===== src/rtl/mips_pkg.sv =====
// Shared definitions for the MIPS core front end.
//  - BR_* : 3-bit branch operation encodings driven by the controller.
//  - state_e : PC/fetch FSM states (2-bit).
//  - DEFAULT_RESET_VECTOR : default PC after reset.
package mips_pkg;

  localparam logic [31:0] DEFAULT_RESET_VECTOR = 32'h0000_0000;

  localparam logic [2:0] BR_NONE = 3'b000;
  localparam logic [2:0] BR_BEQ  = 3'b001;
  localparam logic [2:0] BR_BNE  = 3'b010;
  localparam logic [2:0] BR_BLT  = 3'b011;
  localparam logic [2:0] BR_BGT  = 3'b100;
  localparam logic [2:0] BR_J    = 3'b101;
  localparam logic [2:0] BR_JR   = 3'b110;
  localparam logic [2:0] BR_JAL  = 3'b111;

  typedef enum logic [1:0] {
    S_IDLE  = 2'd0,
    S_FETCH = 2'd1,
    S_EXEC  = 2'd2,
    S_ERR   = 2'd3
  } state_e;

endpackage


===== src/rtl/branch_cond.sv =====
// Branch condition evaluation (purely combinational).
//  branch_op  in  3  operation encoding (mips_pkg::BR_*)
//  zero/lt/gt in  1  ALU result flags
//  taken      out 1  control transfer happens
// Macro BRANCH_LINK_EN: when defined, BR_JAL is an unconditional jump; otherwise never taken.
module branch_cond
  import mips_pkg::*;
(
  input  logic [2:0] branch_op,
  input  logic       zero,
  input  logic       lt,
  input  logic       gt,
  output logic       taken
);

  // lt/gt are unreliable on equal operands, so they are qualified by ~zero.
  always_comb begin
    taken = 1'b0;
    case (branch_op)
      BR_BEQ:  taken = zero;
      BR_BNE:  taken = ~zero;
      BR_BLT:  taken = lt & ~zero;
      BR_BGT:  taken = gt & ~zero;
      BR_J:    taken = 1'b1;
      BR_JR:   taken = 1'b1;
`ifdef BRANCH_LINK_EN
      BR_JAL:  taken = 1'b1;
`endif
      default: taken = 1'b0;
    endcase
  end

endmodule


===== src/rtl/branch_pc_unit.sv =====
// Program counter and branch resolution stage.
// Fetches one instruction per req/ack handshake, then resolves the branch in EXEC and
// commits the next PC when not stalled.
//  clk, rst_n        clock / async active-low reset
//  imem_req/imem_ack fetch handshake (req high exactly in FETCH)
//  stall             hold the instruction in EXEC
//  branch_op, zero, lt, gt, imm_off, jump_target, jr_addr  branch inputs
//  pc, pc_plus4      current instruction address and its successor
//  instr_valid       high in EXEC
//  branch_taken      EXEC only: next PC differs from pc_plus4
//  fetch_err         sticky ack-timeout flag
//  link_we/link_data (BRANCH_LINK_EN only) JAL return address write
// Macro BRANCH_LINK_EN enables JAL (op 111) and the link ports.
module branch_pc_unit
  import mips_pkg::*;
#(
  parameter logic [31:0] RESET_VECTOR = DEFAULT_RESET_VECTOR,
  parameter int unsigned ACK_TIMEOUT  = 16
) (
  input  logic        clk,
  input  logic        rst_n,
  output logic        imem_req,
  input  logic        imem_ack,
  input  logic        stall,
  input  logic [2:0]  branch_op,
  input  logic        zero,
  input  logic        lt,
  input  logic        gt,
  input  logic [31:0] imm_off,
  input  logic [25:0] jump_target,
  input  logic [31:0] jr_addr,
  output logic [31:0] pc,
  output logic [31:0] pc_plus4,
  output logic        instr_valid,
  output logic        branch_taken,
  output logic        fetch_err
`ifdef BRANCH_LINK_EN
  ,
  output logic        link_we,
  output logic [31:0] link_data
`endif
);

  localparam int unsigned CntW = $clog2(ACK_TIMEOUT);
  localparam logic [CntW-1:0] CntLast = CntW'(ACK_TIMEOUT - 1);

  state_e          state_q, state_d;
  logic [CntW-1:0] cnt_q, cnt_d;
  logic [31:0]     pc_q, pc_d;
  logic [31:0]     next_pc, branch_target, jump_addr;
  logic            cond_taken;

  branch_cond u_branch_cond (
    .branch_op (branch_op),
    .zero      (zero),
    .lt        (lt),
    .gt        (gt),
    .taken     (cond_taken)
  );

  assign pc            = pc_q;
  assign pc_plus4      = pc_q + 32'd4;
  assign branch_target = pc_plus4 + (imm_off << 2);
  assign jump_addr     = {pc_plus4[31:28], jump_target, 2'b00};

  always_comb begin
    next_pc = pc_plus4;
    case (branch_op)
      BR_BEQ, BR_BNE, BR_BLT, BR_BGT: if (cond_taken) next_pc = branch_target;
      BR_J:    next_pc = jump_addr;
      BR_JR:   next_pc = jr_addr & ~32'h3;
`ifdef BRANCH_LINK_EN
      BR_JAL:  next_pc = jump_addr;
`endif
      default: next_pc = pc_plus4;
    endcase
  end

  always_comb begin
    state_d      = state_q;
    cnt_d        = cnt_q;
    pc_d         = pc_q;
    imem_req     = 1'b0;
    instr_valid  = 1'b0;
    branch_taken = 1'b0;
    fetch_err    = 1'b0;
    unique case (state_q)
      S_IDLE: begin
        cnt_d   = '0;
        state_d = S_FETCH;
      end
      S_FETCH: begin
        imem_req = 1'b1;
        // An ack on the last allowed cycle still wins over the timeout.
        if (imem_ack) begin
          cnt_d   = '0;
          state_d = S_EXEC;
        end else if (cnt_q == CntLast) begin
          state_d = S_ERR;
        end else begin
          cnt_d = cnt_q + 1'b1;
        end
      end
      S_EXEC: begin
        instr_valid  = 1'b1;
        branch_taken = cond_taken;
        if (!stall) begin
          pc_d    = next_pc;
          state_d = S_FETCH;
        end
      end
      S_ERR: begin
        fetch_err = 1'b1;
      end
      default: state_d = S_IDLE;
    endcase
  end

`ifdef BRANCH_LINK_EN
  assign link_we   = (state_q == S_EXEC) && !stall && (branch_op == BR_JAL);
  assign link_data = pc_plus4;
`endif

  always_ff @(posedge clk or negedge rst_n) begin
    if (!rst_n) begin
      state_q <= S_IDLE;
      cnt_q   <= '0;
      pc_q    <= RESET_VECTOR;
    end else begin
      state_q <= state_d;
      cnt_q   <= cnt_d;
      pc_q    <= pc_d;
    end
  end

endmodule


===== config.mk =====
export PLATFORM = sky130hd
export DESIGN_NAME = branch_pc_unit
export DESIGN_NICKNAME = d
export VERILOG_FILES = /design/src/rtl/mips_pkg.sv /design/src/rtl/branch_cond.sv /design/src/rtl/branch_pc_unit.sv
export SDC_FILE = /design/constraint.sdc
export NUM_CORES = 1
export LEC_CHECK = 0
export CAP_MARGIN = 15
export CELL_PAD_IN_SITES_DETAIL_PLACEMENT = 1
export CELL_PAD_IN_SITES_GLOBAL_PLACEMENT = 2
export CORE_ASPECT_RATIO = 1.5
export CORE_MARGIN = 1.5
export CORE_UTILIZATION = 26
export CTS_CLUSTER_SIZE = 40
export DETAILED_ROUTE_END_ITERATION = 7
export HOLD_SLACK_MARGIN = 0.08
export PLACE_DENSITY = 0.94
export SLEW_MARGIN = 5
export SYNTH_ARGS = -nofsm -noshare
export SYNTH_HDL_FRONTEND = slang
export SYNTH_SLANG_ARGS = --single-unit
export TNS_END_PERCENT = 30

===== constraint.sdc =====
create_clock -name clk -period 5.84 [get_ports clk]
set_input_delay 0.876 -clock clk [delete_from_list [all_inputs] [get_ports clk]]
set_output_delay 0.876 -clock clk [all_outputs]
set_load 0.03 [all_outputs]

==> metrics.txt <==
clk_lat worst skew=about 300 ps; I/O pin cnt=~170; Final Hold Viols=0; fin crit share=0.7893; CP most frequent cell=nor2_1; Layout Nets=867; DR iter-0 viols=239; final RePlAce weighted congestion=between 0.8 and 0.9; Core Rows=58; Initial Util=0.2650; vias per cell=5.530; Setup WS post-layout=between 1000 and 1500 ps; leak pwr=between 0.002 and 0.0025 uW; port bufs=159; Setup crit end kind=flop; core area=between 0.015 and 0.02 mm^2; vias in the first global route=5623; post-synth top area share=0.2028; WP data required=about 6000 ps; DR WL/cell=slightly above 20 um; dpl cell area=0.006228 mm^2; Fin Setup TNS=0 ps; DP HPWL=roughly 15000 um; status=complete, no violations; WHS Path Cells=1; Root Driver=clkbuf_16; synthesized flop and latch total=36; Worst Path Max Fanout=7; # hold bufs at CTS=0; Final Cell Area=0.006374 mm^2; reg2reg end=pc[22]$_DFFE_PN0P_; first-pass GRT wire length=29770 um; diode count=0; DRC=0; clk sinks=36; VDD IR max=0.2153 mV; die width=109.7 um; fraction of layout cells with a size suffix above 1=0.03825; drt pass-1 iters=4; FF-to-FF setup slack=1230 ps; antenna viol nets, final=0; fin crit period=4610 ps; grt total ovfl=0; number of synthesized flops with an enable pin=0; syn avg cell area=between 7 and 8 um^2; CTS tree=built; min-delay src=cnt_q[3]$_DFFE_PN0P_; mapped cell area=about 0.0044 mm^2; Max Slew Vio Count=0; vias=5209; CP Cell Sequence=nand3_1, nor2_1, nand2_1, nor2_1, and3_1, xor2_1, ha_1, a21oi_1, o2111ai_1, a221oi_1, nor2_1, a211oi_1, xnor2_1, a2111oi_0, a211oi_1; Power Dens Cells=526.0 mW/mm^2; top post-synthesis cells by area=dfrtp_1 20%, ha_1 9.9%, nor2_1 5.7%; Mapped Cells=approximately 600; Synth-to-Final Area Change=43.49%; post-CTS resize count=0; Clk pin slew, worst setup/hold paths=70 ps; Die ar.=0.01789 mm^2; Seq/Total Area, Yosys=0.2028; yosys warns=0; Design Power=3352 uW; most frequent cells in the layout=158 x clkdlybuf4s50_1, 65 x nor2_1, 54 x nand2_1; WL final=around 19000 um; Slew HR=0.2896; H-Tree Level Count=2; worst reg2reg startpoint=pc[4]$_DFFE_PN0P_; CP Class=flop to flop; biggest area consumer among synthesized cells=dfrtp_1; Worst Setup Start Kind=flop; initial antenna violation count=0; HP Class=flop to flop; Synth Flop Type=dfrtp_1; Slowest-stage cell, CP=dfrtp_1; FMAX=approximately 0.22 GHz; cts bufs inserted=5; Final setup viols=0; R2R depth=15; most common cell after layout, fill and taps aside=clkdlybuf4s50_1; synth unique cells=69; post-CTS setup buffer count=0; Max-Cap Viols=0; dpl ws=around 1300 ps; largest net degree at the start of global routing=37; Final Skew=8.961 ps; fraction of registers with async set/reset=1.000; Worst Max-Slew Pin Slew=1066 ps; hold endpoint=cnt_q[3]$_DFFE_PN0P_; Tot GR Track Use=0.2173; CP max stage delay=460 ps; unrepaired setup endpoints after global routing=false; vertical die dimension=163.1 um; CP Data Arrival Time=approximately 4800 ps; clk buf depth=2
==> power breakdown <==
group / internal (uW) / total, uW / switching (uW) / leakage, uW
Combinational: 1000 / 2500 / 1500 / 0.00202
Sequential: 358 / 558 / 200 / 0.000409
Clock: 160 / 289 / 130 / 0.0000671
Total: 1520 / 3350 / 1830 / 0.00249
==> critical path, delay by kind of cell, from the launching register on <==
kind	cells	cell delay, ps
compound gates	6	1750
simple gates	6	1470
xor+xnor	2	490
flops	1	460
fa+ha+maj	1	320
==> final cells by class <==
| class | instances | area (um^2) |
|---|---|---|
| multi-input combinational | 496 | 3328 |
| clock inverter | 2 | 16.27 |
| tap | 210 | 262.8 |
| timing repair buffer | 166 | 1639 |
| inverter | 26 | 97.59 |
| sequential | 36 | 900.9 |
| fill | 2036 | 10390 |
| clock buffer | 6 | 128.9 |
==> routing by layer <==
metal | GRT usage | wire length [um] | part of all wire | vias to the layer above
met1 | 0.2477 | 7318 | 0.38 | 2504
met3 | 0.03152 | 1126 | 0.059 | 39
li1 | - | - | - | 2491
met5 | 0 | 0 | 0 | -
met4 | 0.08323 | 605 | 0.032 | 0
met2 | 0.3984 | 10040 | 0.53 | 175
==> stage by stage <==
step	instances	util	hold WS [ps]
6_report	942	0.3802	525.3
5_1_grt	942	0.3802	558.5
4_1_cts	942	0.3802	521.6
3_5_place_dp	934	0.3715	505.1
3_3_place_gp	934	0.3715	491.6
2_1_floorplan	588	-	475.1
==> registers in the layout, summed over array words and instances, names as in the netlist <==
register / count
cnt_q: 4
state_q: 2
pc: 30
==> worst max-delay path by stage <==
stage | from | endpoint | slack [ps]
after CTS | pc[4]$_DFFE_PN0P_ | pc[30]$_DFFE_PN0P_ | 1300
after global placement | pc[4]$_DFFE_PN0P_ | pc[30]$_DFFE_PN0P_ | 1420
final | pc[4]$_DFFE_PN0P_ | pc[22]$_DFFE_PN0P_ | 1230
after detailed placement | pc[4]$_DFFE_PN0P_ | pc[30]$_DFFE_PN0P_ | 1320
after global routing | pc[4]$_DFFE_PN0P_ | pc[30]$_DFFE_PN0P_ | 890
after floorplan | pc[4]$_DFFE_PN0P_ | pc[30]$_DFFE_PN0P_ | 1420
==> Yosys cell counts, types with 3 or more instances <==
master / count
a21o_1: 10
nor3_1: 14
buf_2: 3
nand2b_1: 3
and4_1: 3
o22a_1: 3
a31oi_1: 14
o211ai_1: 4
nor2b_1: 6
o22ai_1: 3
buf_4: 4
o2111ai_1: 3
clkbuf_1: 21
a22oi_1: 5
nor2_1: 67
a221oi_1: 19
o21bai_1: 3
nand4_1: 8
ha_1: 35
a221o_1: 16
nand3_1: 18
or3_1: 6
o31ai_1: 4
dfrtp_1: 36
nor4_1: 3
xnor2_1: 28
inv_1: 26
xor2_1: 17
a211oi_1: 7
a2111oi_0: 3
nand2_1: 54
a211o_1: 3
and3_1: 9
o21a_1: 6
o21ai_0: 32
a21oi_1: 46
==> logic make-up after synthesis <==
| kind of cell | after synthesis | synth area share |
|---|---|---|
| xor gates and xnor gates | 45 | 0.08873 |
| DFF | 36 | 0.2028 |
| AOI/OAI and AO/OA | 205 | 0.3279 |
| other | 1 | 0.0008443 |
| and+or+nand+nor | 205 | 0.2225 |
| muxes | 1 | 0.002535 |
| adders and majority gates | 36 | 0.1031 |
| buffers and inverters | 56 | 0.05155 |
Power figures use the tool's default switching activity.
